$ cat config.mk
export PLATFORM = sky130hd
export DESIGN_NAME = rom_arbiter
export DESIGN_NICKNAME = d
export VERILOG_FILES = /design/src/rtl/rom_arb_pkg.sv /design/src/rtl/rom_arb_slot.sv /design/src/rtl/rom_arbiter.sv
export SDC_FILE = /design/constraint.sdc
export NUM_CORES = 1
export LEC_CHECK = 0
export CORE_ASPECT_RATIO = 0.75
export CORE_UTILIZATION = 36
export CTS_BUF_LIST = sky130_fd_sc_hd__clkbuf_4 sky130_fd_sc_hd__clkbuf_8
export DETAILED_ROUTE_END_ITERATION = 10
export PLACE_DENSITY = 0.85
export SLEW_MARGIN = 25
export SYNTH_ARGS = -nofsm -noshare
export SYNTH_HDL_FRONTEND = slang
export SYNTH_HIERARCHICAL = 1
export SYNTH_SLANG_ARGS = --single-unit
$ cat constraint.sdc
create_clock -name clock -period 2.2 [get_ports clock]
set_input_delay 0.33 -clock clock [delete_from_list [all_inputs] [get_ports clock]]
set_output_delay 0.33 -clock clock [all_outputs]
set_load 0.05 [all_outputs]
$ cat src/rtl/rom_arb_pkg.sv
// Shared types and defaults for the two-port ROM read arbiter.
// Optional starvation guard is enabled by defining ROM_ARB_STARVE_GUARD_EN.
package rom_arb_pkg;

    localparam int unsigned ROM_WIDTH        = 32;
    localparam int unsigned ROM_DEPTH        = 2048;
    localparam int unsigned ROM_STARVE_LIMIT = 4;
    localparam int unsigned STARVE_W         = $clog2(ROM_STARVE_LIMIT + 1);

    typedef enum logic {
        PORT_IF,
        PORT_LD
    } port_e;

    typedef struct packed {
        logic                 valid;
        logic                 err;
        logic [ROM_WIDTH-1:0] data;
    } resp_t;

endpackage

$ cat src/rtl/rom_arb_slot.sv
// Per-port registered response slot: eligibility, capture on grant, release on drain.
module rom_arb_slot
    import rom_arb_pkg::*;
#(
    parameter int unsigned WIDTH = ROM_WIDTH
) (
    input  logic             clock,
    input  logic             reset,
    input  logic             req_valid,
    input  logic             resp_ready,
    input  logic             grant,
    input  logic             load_err,
    input  logic [WIDTH-1:0] load_data,
    output logic             eligible,
    output logic             resp_valid,
    output logic             resp_err,
    output logic [WIDTH-1:0] resp_data
);

    logic             valid_q, valid_d;
    logic             err_q, err_d;
    logic [WIDTH-1:0] data_q, data_d;

    // A slot that drains this cycle can accept the next request on the same edge.
    assign eligible = req_valid & (~valid_q | resp_ready);

    always_comb begin
        valid_d = valid_q;
        err_d   = err_q;
        data_d  = data_q;
        if (grant) begin
            valid_d = 1'b1;
            err_d   = load_err;
            data_d  = load_err ? '0 : load_data;
        end else if (valid_q && resp_ready) begin
            valid_d = 1'b0;
        end
    end

    always_ff @(posedge clock or posedge reset) begin
        if (reset) begin
            valid_q <= 1'b0;
            err_q   <= 1'b0;
            data_q  <= '0;
        end else begin
            valid_q <= valid_d;
            err_q   <= err_d;
            data_q  <= data_d;
        end
    end

    assign resp_valid = valid_q;
    assign resp_err   = err_q;
    assign resp_data  = data_q;

endmodule

$ cat src/rtl/rom_arbiter.sv
// Shares the asynchronous ROM read port between instruction fetch and load units.
// Define ROM_ARB_STARVE_GUARD_EN to let fetch win once after STARVE_LIMIT lost cycles.
module rom_arbiter
    import rom_arb_pkg::*;
#(
    parameter int unsigned WIDTH        = ROM_WIDTH,
    parameter int unsigned DEPTH        = ROM_DEPTH,
    parameter int unsigned STARVE_LIMIT = ROM_STARVE_LIMIT
) (
    input  logic             clock,
    input  logic             reset,
    input  logic             if_req_valid,
    input  logic [WIDTH-1:0] if_req_addr,
    output logic             if_req_ready,
    output logic             if_resp_valid,
    output logic [WIDTH-1:0] if_resp_data,
    output logic             if_resp_err,
    input  logic             if_resp_ready,
    input  logic             ld_req_valid,
    input  logic [WIDTH-1:0] ld_req_addr,
    output logic             ld_req_ready,
    output logic             ld_resp_valid,
    output logic [WIDTH-1:0] ld_resp_data,
    output logic             ld_resp_err,
    input  logic             ld_resp_ready,
    output logic [WIDTH-1:0] rom_address,
    input  logic [WIDTH-1:0] rom_rdata
);

    localparam logic [WIDTH-3:0] DEPTH_WORDS = (WIDTH-2)'(DEPTH);

    logic  if_elig, ld_elig;
    logic  grant_if, grant_ld;
    logic  force_if;
    logic  if_err, ld_err;
    port_e sel;

    assign if_err = (if_req_addr[1:0] != 2'b00) || (if_req_addr[WIDTH-1:2] >= DEPTH_WORDS);
    assign ld_err = (ld_req_addr[1:0] != 2'b00) || (ld_req_addr[WIDTH-1:2] >= DEPTH_WORDS);

    // No grants while reset is held, so req_ready reads 0 even though it is combinational.
    always_comb begin
        grant_if    = ~reset & if_elig & (~ld_elig | force_if);
        grant_ld    = ~reset & ld_elig & ~grant_if;
        sel         = grant_ld ? PORT_LD : PORT_IF;
        rom_address = (sel == PORT_LD) ? ld_req_addr : if_req_addr;
    end

    assign if_req_ready = grant_if;
    assign ld_req_ready = grant_ld;

`ifdef ROM_ARB_STARVE_GUARD_EN
    localparam int unsigned CNT_W = (STARVE_LIMIT > 0) ? $clog2(STARVE_LIMIT + 1) : 1;
    localparam logic [CNT_W-1:0] LIMIT = CNT_W'(STARVE_LIMIT);

    logic [CNT_W-1:0] starve_q, starve_d;

    assign force_if = (starve_q == LIMIT);

    always_comb begin
        starve_d = starve_q;
        if (grant_if || !if_elig) begin
            starve_d = '0;
        end else if (starve_q != LIMIT) begin
            starve_d = starve_q + CNT_W'(1);
        end
    end

    always_ff @(posedge clock or posedge reset) begin
        if (reset) begin
            starve_q <= '0;
        end else begin
            starve_q <= starve_d;
        end
    end
`else
    assign force_if = 1'b0 && (STARVE_LIMIT != 0);
`endif

    rom_arb_slot #(.WIDTH(WIDTH)) u_if_slot (
        .clock      (clock),
        .reset      (reset),
        .req_valid  (if_req_valid),
        .resp_ready (if_resp_ready),
        .grant      (grant_if),
        .load_err   (if_err),
        .load_data  (rom_rdata),
        .eligible   (if_elig),
        .resp_valid (if_resp_valid),
        .resp_err   (if_resp_err),
        .resp_data  (if_resp_data)
    );

    rom_arb_slot #(.WIDTH(WIDTH)) u_ld_slot (
        .clock      (clock),
        .reset      (reset),
        .req_valid  (ld_req_valid),
        .resp_ready (ld_resp_ready),
        .grant      (grant_ld),
        .load_err   (ld_err),
        .load_data  (rom_rdata),
        .eligible   (ld_elig),
        .resp_valid (ld_resp_valid),
        .resp_err   (ld_resp_err),
        .resp_data  (ld_resp_data)
    );

endmodule
==> out/results.txt, run 1 <==
The run finished, with violations left. The final reports fail on setup timing. Summing the sequential cell areas from Yosys gives 57.9% of the chip area. The final core utilization was 73.9%.

For this run, design rule violations remaining after detail routing come to 0. Hold timing on the final database bottoms out at a slack of 494 ps. Once detail routing completed, the nets flagged for antenna violations numbered 0.

The tools report the all-layer global routing usage as 25.2%. The floorplan step defined a die boundary enclosing 8540 um2. Based on the critical path, the design can be clocked at up to 0.442 GHz. The tools report the relative slew slack as 64.2%. The area of the mapped netlist is 2940 um2, and the cell depth of the worst flop-to-flop path is 10. The detailed router finished its first iteration with 59 violations.

The tools report the endpoint type of the worst setup path as an output port. The stage delay of the slowest cell on the critical path is 440 ps, and the data required time at the worst endpoint is 1870 ps. Across the VDD grid, the largest voltage drop is 261 uV. The post-detailed-route via-to-cell ratio is 5.16. Post-synthesis cell type count: 20. The largest family of logic cells by synthesized area was compound AO/OA/AOI/OAI gates. The worst path setup slack after routing came out at -63.5 ps.

The power per cell area is 513 nW/um2, and the max-slew violation count is 0. The number of placed instances, taps included came out at 527. The die is 106 um wide. Hold repair after CTS inserted 0 buffers. Synthesis produced a netlist with a net count of 314. Area share of fa/ha/maj cells after synthesis: 0%. The final critical path takes up 103% of the cycle. The tightest min-delay check is of the reg2reg type.

The cell sitting at the root of the clock tree is a clkbuf_8. STA puts the critical path data arrival time at 1930 ps. For the TritonCTS buffer count, the log shows 9. Post-synthesis share of cell area spent on and, or, nand and nor gates: 5.57%. The first-pass iteration count of the detailed router is 4, and the synthesized flop and latch total is 68. The clock input transition at the sequential cells of the worst setup and hold paths was 80 ps; the number of sinks handled by clock tree synthesis was 68. The transition time of the tightest slew-check pin was 536 ps. The most critical setup path has its startpoint at u_ld_slot/resp_valid$_DFFE_PP0P_. Across the run, the number of max-cap violations was 0. The count of mapped cells out of synthesis is 212, and the area growth from synthesis to final layout is 99.1%. The tools report the total congestion overflow after global routing as 0. The logs give 26 for the pin count of the biggest net entering global routing and 32 for the number of setup violations in the final report. Setup repair after global routing could not meet its margin everywhere. Mean routed wirelength per cell: 19.4 um.

The cell type of the slowest stage on the worst timing path was dfrtp_2. The overall via count from detail_route was 2,863; the clock latency at the later pin of the worst-skew pair was 340 ps. The endpoint of the most critical setup path was rom_address[6]. The synthesized netlist devotes 19.1% of its cell area to compound gates. The total of buffers placed on input and output ports was 203. The die is 80.3 um tall.

TritonCTS built the clock tree. Routability-driven placement finished with a final weighted congestion of 0.801. The first global-routing pass estimated 15,900 um of wire.

The portion of synthesized area spent on multiplexers is 13.0%. The tools report the worst slack at placement as -281 ps. The logs give 0 for the number of antenna cells inserted and 28 for the placement row count. The tools report the number of hold-slack violations in the final timing report as 0. The number of H-tree levels was 3.

The startpoint class of the critical path is a register. The minimum period implied by the final worst setup slack was 2260 ps; the sum of routed wire length over all layers was 10,700 um. The tools report the final setup skew as 6.68 ps. Category of the most critical setup path: reg2out. The share of cells above drive strength 1 came out at 28.2%. In this run the standard cell core region covers 7920 um2.

The signal on the critical path passes through nand2b_4, and2_4, nor2b_4, buf_6, buf_12, mux2_4, buf_8. Once the floorplan was initialized, standard cells occupied 37.1% of the core. The post-synthesis average cell area is 13.9 um2, and the biggest fanout along the worst timing path is 8. The logs give 7740 um for the post-detailed-placement half-perimeter wirelength and 270 ps for the worst-case register-to-register setup slack. The destination of the worst register-to-register timing path was u_ld_slot/resp_data[14]$_DFFE_PP0P_. Yosys printed 6 warnings. Leaving out filler cells and counting taps, the final layout contains 555. The number of global-route vias before repair came out at 2,984. At the end of the flow, the number of nets in the layout was 547.

The design draws 3.00 mW. The number of buffers on the longest clock path was 2; the total leakage power was 2.61 nW. In the layout the commonest cells are clkdlybuf4s50_1 (168), dfrtp_1 (67), a22o_1 (62), buf_8 (26), mux2_4 (25). For the number of top-level design ports, the log shows 204. The startpoint identified for the worst register-to-register timing path is u_ld_slot/resp_valid$_DFFE_PP0P_. The library cell used most frequently in the layout, excluding fill and tap cells, is clkdlybuf4s50_1. The run gives 0 as the number of antenna violations at the first check in global routing. Of the total synthesized cell area, the portion taken by XOR and XNOR cells is 0%.
==> timing repair <==
action / CTS / global route
buffers inserted: 6 / 3
cloned: 3 / 1
gates resized for setup: 74 / 19
pin swaps: 0 / 1
hold endpoints to repair: 0 / 0
endpoints found under the setup margin: 32 / 34
==> through the flow <==
step	area, um2	TNS, ps
final	5850	-1410
after global routing	5850	-3250
after CTS	5760	-1610
after detailed placement	5190	-18340
after global placement	5190	-17320
after floorplan	2960	0
==> layout make-up <==
class / instances / area [um2]
clock buffers: 9 / 124
clock inverters: 7 / 51.3
fillers: 555 / 2060
inverters: 4 / 15.0
multi-input cells: 124 / 1230
flip-flops and latches: 68 / 1700
well taps: 105 / 131
repair buffers: 238 / 2590
==> layer usage <==
layer | share of wire [%] | routed length (um) | track usage (%) | vias up
met5 | 0 | 0 | 0 | -
met4 | 3.4 | 368 | 11.5 | 0
met3 | 7.4 | 794 | 6.98 | 24
met2 | 50 | 5360 | 43.6 | 141
met1 | 39 | 4220 | 29.4 | 1409
li1 | - | - | - | 1289
==> worst max-delay path: cells and delay by family, from the launching register on <==
kind	cells	cell delay (ps)
flip-flops	1	440
AND/OR/NAND/NOR	3	400
multiplexers	1	310
buffers and inverters	3	440
==> how the worst min path moves through the flow <==
stage | start | end | slack [ps] | depth (start not counted)
after floorplan | rom_rdata[7] | u_if_slot/resp_data[7]$_DFFE_PP0P_ | 460 | 1
after global placement | u_if_slot/resp_data[30]$_DFFE_PP0P_ | u_if_slot/resp_data[30]$_DFFE_PP0P_ | 470 | 1
after detailed placement | u_if_slot/resp_err$_DFFE_PP0P_ | u_if_slot/resp_err$_DFFE_PP0P_ | 480 | 1
after CTS | ld_resp_ready | u_ld_slot/resp_valid$_DFFE_PP0P_ | 450 | 4
after global routing | ld_resp_ready | u_ld_slot/resp_valid$_DFFE_PP0P_ | 510 | 4
final | u_if_slot/resp_err$_DFFE_PP0P_ | u_if_slot/resp_err$_DFFE_PP0P_ | 490 | 1
==> kinds of logic after synthesis <==
family | count (synthesis)
buffers and inverters | 20
and+or+nand+nor | 26
AOI/OAI and AO/OA | 64
DFF | 68
muxes | 34
==> synth_stat cells <==
library cell | n | share of area [%]
nand2_1 | 4 | 0.51
and2b_4 | 2 | 0.68
o2bb2ai_1 | 2 | 0.60
a22o_1 | 62 | 18
nor3b_1 | 1 | 0.26
and2_1 | 2 | 0.43
nand4_1 | 2 | 0.43
nand2b_1 | 2 | 0.43
nor3_1 | 2 | 0.34
dfrtp_1 | 68 | 58
mux2_1 | 2 | 0.77
or4_1 | 4 | 1.0
nor4_1 | 6 | 1.3
inv_2 | 2 | 0.26
buf_6 | 6 | 2.3
mux2_2 | 32 | 12
nor2b_1 | 1 | 0.21
inv_1 | 2 | 0.26
buf_2 | 9 | 1.5
clkbuf_1 | 1 | 0.13
==> power breakdown <==
group          switching (mW)  internal (mW)
sequential            0.00377           1.25
clock                   0.505          0.412
combinational           0.396          0.431
total                   0.905           2.10
==> registers in the layout, summed over array words and instances, names as in the netlist <==
signal	count
u_if_slot/resp_err	1
u_ld_slot/resp_err	1
u_if_slot/resp_data	32
u_ld_slot/resp_data	32
u_if_slot/resp_valid	1
u_ld_slot/resp_valid	1
(Power assumes the default switching activity.)
==> run 2, diff against run 1 <==
--- a/config.mk
+++ b/config.mk
@@ -5,11 +5,12 @@
 export SDC_FILE = /design/constraint.sdc
 export NUM_CORES = 1
 export LEC_CHECK = 0
+export ABC_AREA = 1
 export CORE_ASPECT_RATIO = 0.75
-export CORE_UTILIZATION = 36
+export CORE_UTILIZATION = 35
 export CTS_BUF_LIST = sky130_fd_sc_hd__clkbuf_4 sky130_fd_sc_hd__clkbuf_8
 export DETAILED_ROUTE_END_ITERATION = 10
-export PLACE_DENSITY = 0.85
+export PLACE_DENSITY = 0.81
 export SLEW_MARGIN = 25
 export SYNTH_ARGS = -nofsm -noshare
 export SYNTH_HDL_FRONTEND = slang
==> constraint.sdc (replaced) <==
create_clock -name clock -period 2.05 [get_ports clock]
set_input_delay 0.3075 -clock clock [delete_from_list [all_inputs] [get_ports clock]]
set_output_delay 0.3075 -clock clock [all_outputs]
set_load 0.02 [all_outputs]
==> out/results.txt, run 2 <==
The floorplan step defined a die boundary enclosing 10,400 um2. The analysis attributes to cell leakage a power of 3.04 nW. The tools report the worst-case register-to-register setup slack as 90 ps. The detail route stage leaves a number of antenna-violating nets equal to 0. For this run, the top clock speed supported by timing is 0.469 GHz.

The later pin in the worst-skew pair is clocked with a latency of 350 ps. The starting DRC count in detailed routing came out at 215. Data on the critical path is required at its endpoint by 1740 ps. The global-route wire length before repair is 18,500 um. In this run the tightest slew margin relative to its limit is 71.5%. Synthesis produced a netlist whose cell count is 449. For the number of antenna violations at the first check in global routing, the log shows 0. Port buffering added 203 buffers.

Clock-pin slew was measured on the worst setup and hold paths at 70 ps. For the global-route track usage on met1, the log shows 29.1%. The worst setup path is launched from a register. Setup repair after global routing could not meet its margin everywhere.

Leading cell type by number of instances after synthesis: nand2_1. The run gives 0 as the max-slew violation count. The start point of the worst hold path was ld_resp_ready. Placement row count: 31. The tools report the end of the worst hold path as u_ld_slot/resp_valid$_DFFE_PP0P_. The number of hold-slack violations in the final timing report is 0.

Final net count: 760. The setup path with the least slack is of type reg2out. The global placement routability congestion came out at 0.864.

The checks that failed: setup timing. The number of buffers inserted for hold repair after clock tree synthesis was 0. The leading area contributor after synthesis is dfrtp_1. The run gives -81.2 ps as the worst path setup slack after routing.

The switching part of the total came out at 27.9%. TritonCTS built the clock tree. The logs give 35 for the pin count of the biggest net entering global routing and 6.92% for the global-route track usage on met3. In this run the clock root is driven by a clkbuf_8.

The mean routed wirelength per cell works out to 16.5 um. The cell depth of the worst flop-to-flop path works out to 10. Yosys attributes the largest share of cell area to dfrtp_1 (49%), nand2_1 (23%), nand3_1 (9.5%). In the synthesized netlist, the cells that appear most often are nand2_1 (216), dfrtp_1 (68), nand3_1 (66). Using the TritonRoute via totals, the vias-per-cell ratio works out to 4.89. The number of global-route vias before repair is 3,771. For the TritonCTS buffer count, the log shows 9.

In the finished design, the share of the clock period the worst path needs comes to 104%. The clock tree synthesis step divided the H-tree into 3 levels. The arrival time of the worst setup path was 1820 ps; the post-synthesis cell type count was 16. Summing every instance area after synthesis gives 3480 um2.

The flow ran to the end, but the final reports show violations. The logs give 3.31 mW for the total design power and 3,888 for the overall via count from detail_route. Cells with a size suffix above 1 make up 23.8% of the layout. The worst-case IR drop observed on VDD is 394 uV. The tools report the number of antenna cells inserted as 0. The wire-length estimate of the detail-placed layout is 8660 um. For the total DRC errors in the routed layout, the log shows 0.

Of all flip-flops after synthesis, the portion carrying an async set or reset was 100%. In the synthesized netlist the dominant register cell turns out to be dfrtp_1. Global routing used 39.7% of the available met2 tracks. The most frequent standard cell in the layout excluding fill and tap cells is clkdlybuf4s50_1. The tools report the total nets after synthesis as 551. The floorplan step defined a core boundary enclosing 9660 um2. In the layout the commonest cells are clkdlybuf4s50_1 (168), nand2_1 (161), dfrtp_1 (68), nand2_2 (66), nand3_1 (66). Cell-internal power: 2.39 mW.

The height of the die came out at 88.4 um. The worst hold path class was in2reg. Net load switching power: 0.923 mW.

Wires add up to 13,100 um. Of all nets on the critical path, the largest fanout is 16. The clock drives 68 sinks.

Prior to clock tree synthesis, the placed netlist has a worst setup slack of -601 ps. Global routing finished with a remaining overflow of 0. The transition time of the tightest slew-check pin is 428 ps, and the width of the die is 117 um. The area growth from synthesis to final layout came out at 76.0%. The worst hold path was traced through 2 stages. Counting flops with a built-in enable in the synthesized netlist gives 0.

The clock network is responsible for 34.6% of the overall power. The number of buffers on the longest clock path is 2. The tools report the final setup skew as 7.56 ps. In this run the critical register-to-register path is captured at u_ld_slot/resp_valid$_DFFE_PP0P_. The tool flagged a number of max-cap violations equal to 0. The number of warnings reported in the yosys synthesis log was 6; the power per cell area was 540 nW/um2. Setup violations remaining at the end of the flow were counted as 31. The endpoint type of the worst setup path is an output port. For this design the top-level I/O count stands at 204. In this run the critical register-to-register path is launched from u_ld_slot/resp_valid$_DFFE_PP0P_. Once the floorplan was initialized, standard cells occupied 36.1% of the core.

Combinational logic is responsible for 24.3% of the overall power. The share of total power in sequential cells was 41.0%. Post-synthesis average cell area: 7.76 um2. First-pass iteration count of the detailed router: 5. In this run the biggest area consumer among cell types represents 48.9% of the synthesized area. After global routing, the most crowded layer is met2. Global routing consumed, over all layers together, 23.8% of the routing resources. Sequential cells were found to cover 48.9% of the synthesized design area. The synthesized flop and latch total was 68; the minimum period implied by the final worst setup slack was 2130 ps.
## run 2: cell count changes after synthesis, sizes merged, moves of 4 or more
| cell | delta |
|---|---|
| mux2 | -34 |
| or4 | -4 |
| nor4 | -6 |
| inv | +12 |
| buf | +12 |
| a22o | -62 |
| nor2 | +29 |
| nand3 | +66 |
| o21ai | +5 |
| nand2 | +232 |
## run 2: how the worst max path moves through the flow
stage                                      from         endpoint  slack (ps)  cells past startpoint
5_1_grt        u_ld_slot/resp_valid$_DFFE_PP0P_  rom_address[12]        -150                      9
4_1_cts        u_ld_slot/resp_valid$_DFFE_PP0P_  rom_address[19]        -110                      9
6_report       u_ld_slot/resp_valid$_DFFE_PP0P_  rom_address[12]         -80                      9
2_1_floorplan  u_ld_slot/resp_valid$_DFFE_PP0P_  rom_address[30]         230                      7
3_3_place_gp                      ld_resp_ready  rom_address[19]        -500                      9
3_5_place_dp                      ld_resp_ready  rom_address[30]        -600                      8
## run 2: final cells by class
type | count | area (um2)
timing repair inverter | 2 | 25.0
timing repair buffer | 222 | 2300
inverter | 16 | 87.6
clock buffer | 12 | 159
multi-input combinational | 339 | 1640
clock inverter | 4 | 47.5
tap | 132 | 165
fill | 787 | 3530
sequential | 68 | 1700
## run 2: power groups by stage
stage / Clock, mW / Sequential, mW / Combinational, mW
floorplan: 0 / 1.40 / 0.289
global placement: 0 / 1.38 / 0.663
finish: 1.15 / 1.36 / 0.805
detailed placement: 0 / 1.38 / 0.677
global route: 1.24 / 1.36 / 0.849
CTS: 1.19 / 1.36 / 0.655
## run 2: cells by family after synthesis
| kind of cell | after synthesis | share of synthesized area [%] |
|---|---|---|
| buffers and inverters | 43 | 10.5 |
| flip-flops | 68 | 48.9 |
| AND/OR/NAND/NOR | 333 | 39.8 |
| AO/OA/AOI/OAI | 5 | 0.827 |
## run 2: critical path, cell delays in order (launching register included)
cell	delay, ps
dfrtp_1	400
inv_2	60
nor2_1	40
nor2_1	100
inv_1	90
or2_4	350
clkinv_8	120
nand2_1	100
nand2_2	100
buf_6	120
## run 2: metrics by stage
stage	cell area (um2)	utilization (%)	setup TNS, ps	std cells	hold WS (ps)
2_1_floorplan	3480	-	0	449	415
3_3_place_gp	5530	57.3	-18330	771	457
3_5_place_dp	5530	57.3	-21810	771	463
4_1_cts	5710	59.1	-1270	788	467
5_1_grt	6130	63.4	-3660	795	232
6_report	6130	63.4	-1280	795	237
## run 2: what timing repair did
| action | CTS | global route |
|---|---|---|
| gates resized for setup | 130 | 151 |
| pin swaps | 0 | 22 |
| buffers inserted | 0 | 1 |
| setup endpoints to repair | 34 | 33 |
| gates cloned | 1 | 6 |
## run 2: metal layers
layer,wire length (um),up-vias
li1,-,1816
met1,5530,1871
met2,6390,167
met3,863,34
met4,323,0
met5,0,-
==> run 3, diff against run 2 <==
--- a/config.mk
+++ b/config.mk
@@ -6,7 +6,8 @@
 export NUM_CORES = 1
 export LEC_CHECK = 0
 export ABC_AREA = 1
-export CORE_ASPECT_RATIO = 0.75
+export CAP_MARGIN = 20
+export CORE_ASPECT_RATIO = 1.25
 export CORE_UTILIZATION = 35
 export CTS_BUF_LIST = sky130_fd_sc_hd__clkbuf_4 sky130_fd_sc_hd__clkbuf_8
 export DETAILED_ROUTE_END_ITERATION = 10
==> out/results.txt, run 3 (synthesis results as in run 2) <==
The flow ran to the end, but the final reports show violations. The checks that failed: setup timing. The number of maximum-capacitance violations came out at 0. The switching part of the total is 26.0%. The logs give 0 for the max-slew violation count and 12,200 um for the sum of routed wire length over all layers. The number of buffers on the longest clock path came out at 2. The final net count was 758; the transition time of the tightest slew-check pin was 457 ps. Derived from the worst setup path, the maximum achievable clock frequency is 0.460 GHz. Together, buffers and inverters on the worst path number 4. In this run the worst hold path is classified as in2async.

After detailed placement, the design holds a cell count of 761. For the sum of negative setup slack, the log shows -2730 ps. TritonCTS built the clock tree.

The number of antenna violations at the first check in global routing came out at 0. After global routing the overflow that remains totals 0. Clock-pin slew was measured on the worst setup and hold paths at 70 ps. Setup repair after global routing could not meet its margin everywhere. STA puts the critical path data required time at 1740 ps. The share of cells above drive strength 1 was 17.9%.

The placement row count was 40; the post-route clock period utilization was 106%. Among the stages of the critical path, the cell type that occurs most often is nand2_1. In this run the power density over the cells is 557 nW/um2.

The die covers 10,400 um2. The number of antenna diodes in the final layout is 0. The category of the most critical setup path was in2out. Number of global-route vias before repair: 3,673. The cell type of the slowest stage on the worst timing path was clkdlybuf4s50_1.

The run gives -124 ps as the worst path setup slack after routing. For the final database, setup skew stands at 9.83 ps. Timing analysis after detailed placement gives a worst setup slack of -566 ps. The run gives 0 as the number of hold-slack violations in the final timing report. The clock tree synthesis step divided the H-tree into 3 levels. The run gives 3,807 as the overall via count from detail_route.

For this design, the sink count on the clock tree is 68. For this design the top-level I/O count stands at 204. The net load switching power is 0.858 mW. After detailed routing, the average wire length per cell comes to 15.5 um.

The tree is rooted in a clkbuf_8. The library cells used most frequently in the layout, excluding fill and tap cells, are nand2_1 (200), clkdlybuf4s50_1 (169), dfrtp_1 (68), nand3_1 (66), nand2_2 (33). The biggest fanout along the worst timing path was 5; the placeable core area was 9660 um2. In this run the remaining antenna-violating nets after routing total 0. For the post-detailed-placement half-perimeter wirelength, the log shows 8420 um. Data on the critical path arrives at its endpoint at 1870 ps. The cell-internal power was 2.44 mW. Combinational logic burns 22.4% of the power.

The total of buffers placed on input and output ports is 203. In the global route stage, overall resource usage came out at 22.4%. The global placement routability congestion was 0.842. Setup violations remaining at the end of the flow were counted as 32. The first-pass iteration count of the detailed router came out at 5. In this run the tightest slew margin relative to its limit is 69.5%.

The share of total power in sequential cells was 41.2%; the final cell count without fillers was 787. From synthesis to final layout, the design area changed by 70.1%. The most frequent standard cell in the layout excluding fill and tap cells was nand2_1.

The post-detailed-route via-to-cell ratio is 4.84, and the pin count of the biggest net entering global routing is 35. The run gives 329 uV as the worst voltage drop across the vdd grid. In this run, the number of DRC markers left after iteration 0 of detailed routing was 194.

Fraction of power consumed by the clock network: 36.5%. The first global-routing pass estimated 18,000 um of wire. The kind of cell with the highest combined delay along the critical path is buffers and inverters.

The run gives 0 as the total DRC errors in the routed layout. STA classifies the critical path endpoint as an output port. Once the floorplan was initialized, standard cells occupied 36.0% of the core.

At the later pin of the worst-skew pair, clock insertion delay measures 330 ps. The critical path goes through clkdlybuf4s50_1, nor2_2, nor2_1, inv_1, or2_4, clkbuf_16, nand2_1, nand2_1, buf_2. For this design, the CTS-stage hold fixing added 0 buffers. From left edge to right edge, the die measures 91.2 um.

The height of the die is 114 um, and the minimum period implied by the final worst setup slack is 2170 ps. The number of clock buffers added by TritonCTS is 9. The total leakage power came out at 3.00 nW. The worst setup path is launched from an input pin. Stage delay of the slowest cell on the critical path: 490 ps.
-- run 3: power groups by stage --
stage          registers, mW  clock network, mW  logic, mW
3_3_place_gp            1.39                  0      0.664
3_5_place_dp            1.38                  0      0.673
4_1_cts                 1.36               1.25      0.651
6_report                1.36               1.20      0.738
2_1_floorplan           1.40                  0      0.289
5_1_grt                 1.36               1.31      0.785
-- run 3: per-layer routing --
| layer | track usage, % | share of wire (%) | vias to the layer above |
|---|---|---|---|
| met5 | 0 | 0 | - |
| met4 | 8.47 | 2.8 | 0 |
| met3 | 5.13 | 6.2 | 21 |
| met2 | 42.3 | 55 | 186 |
| met1 | 24.2 | 36 | 1792 |
| li1 | - | - | 1808 |
-- run 3: what timing repair did --
item | 4_1_cts | 5_1_grt
endpoints found under the hold margin | 0 | 0
resized for setup | 127 | 64
endpoints found under the setup margin | 34 | 44
gates cloned | 2 | 6
setup buffers | 1 | 1
pin swaps | 1 | 10
-- run 3: final cells by class --
cell class | instances | area, um2
Clock inverter | 4 | 73.8
Clock buffer | 12 | 146
Sequential cell | 68 | 1700
Tap cell | 126 | 158
Timing Repair Buffer | 221 | 2240
Inverter | 16 | 87.6
Timing Repair inverter | 1 | 11.3
Fill cell | 810 | 3730
Multi-Input combinational cell | 339 | 1510
-- run 3: stage by stage --
stage	hold WS [ps]	instance area (um2)	total power [mW]	util, %
after global placement	457	5500	2.05	57.0
after floorplan	415	3480	1.69	-
after CTS	310	5660	3.26	58.6
final	420	5920	3.30	61.3
after global routing	400	5920	3.45	61.3
after detailed placement	463	5500	2.06	57.0
-- run 3: final timing paths --
| check | startpoint | to | slack, ps | cells past startpoint |
|---|---|---|---|---|
| worst max-delay path | ld_resp_ready | rom_address[24] | -120 | 9 |
| worst min-delay path | reset | u_ld_slot/resp_valid$_DFFE_PP0P_ | 420 | 3 |
| worst max register to register | u_ld_slot/resp_valid$_DFFE_PP0P_ | u_ld_slot/resp_data[6]$_DFFE_PP0P_ | 50 | 10 |
| worst min register to register | u_ld_slot/resp_data[5]$_DFFE_PP0P_ | u_ld_slot/resp_data[5]$_DFFE_PP0P_ | 480 | 2 |
| max in group asynchronous | reset | u_ld_slot/resp_data[6]$_DFFE_PP0P_ | 1000 | 4 |
| min in group clock | u_ld_slot/resp_data[5]$_DFFE_PP0P_ | u_ld_slot/resp_data[5]$_DFFE_PP0P_ | 480 | 2 |
-- run 3: tightest hold or removal path: cells and delay by family --
kind / cells / cell delay, ps
buffers and inverters: 3 / 780
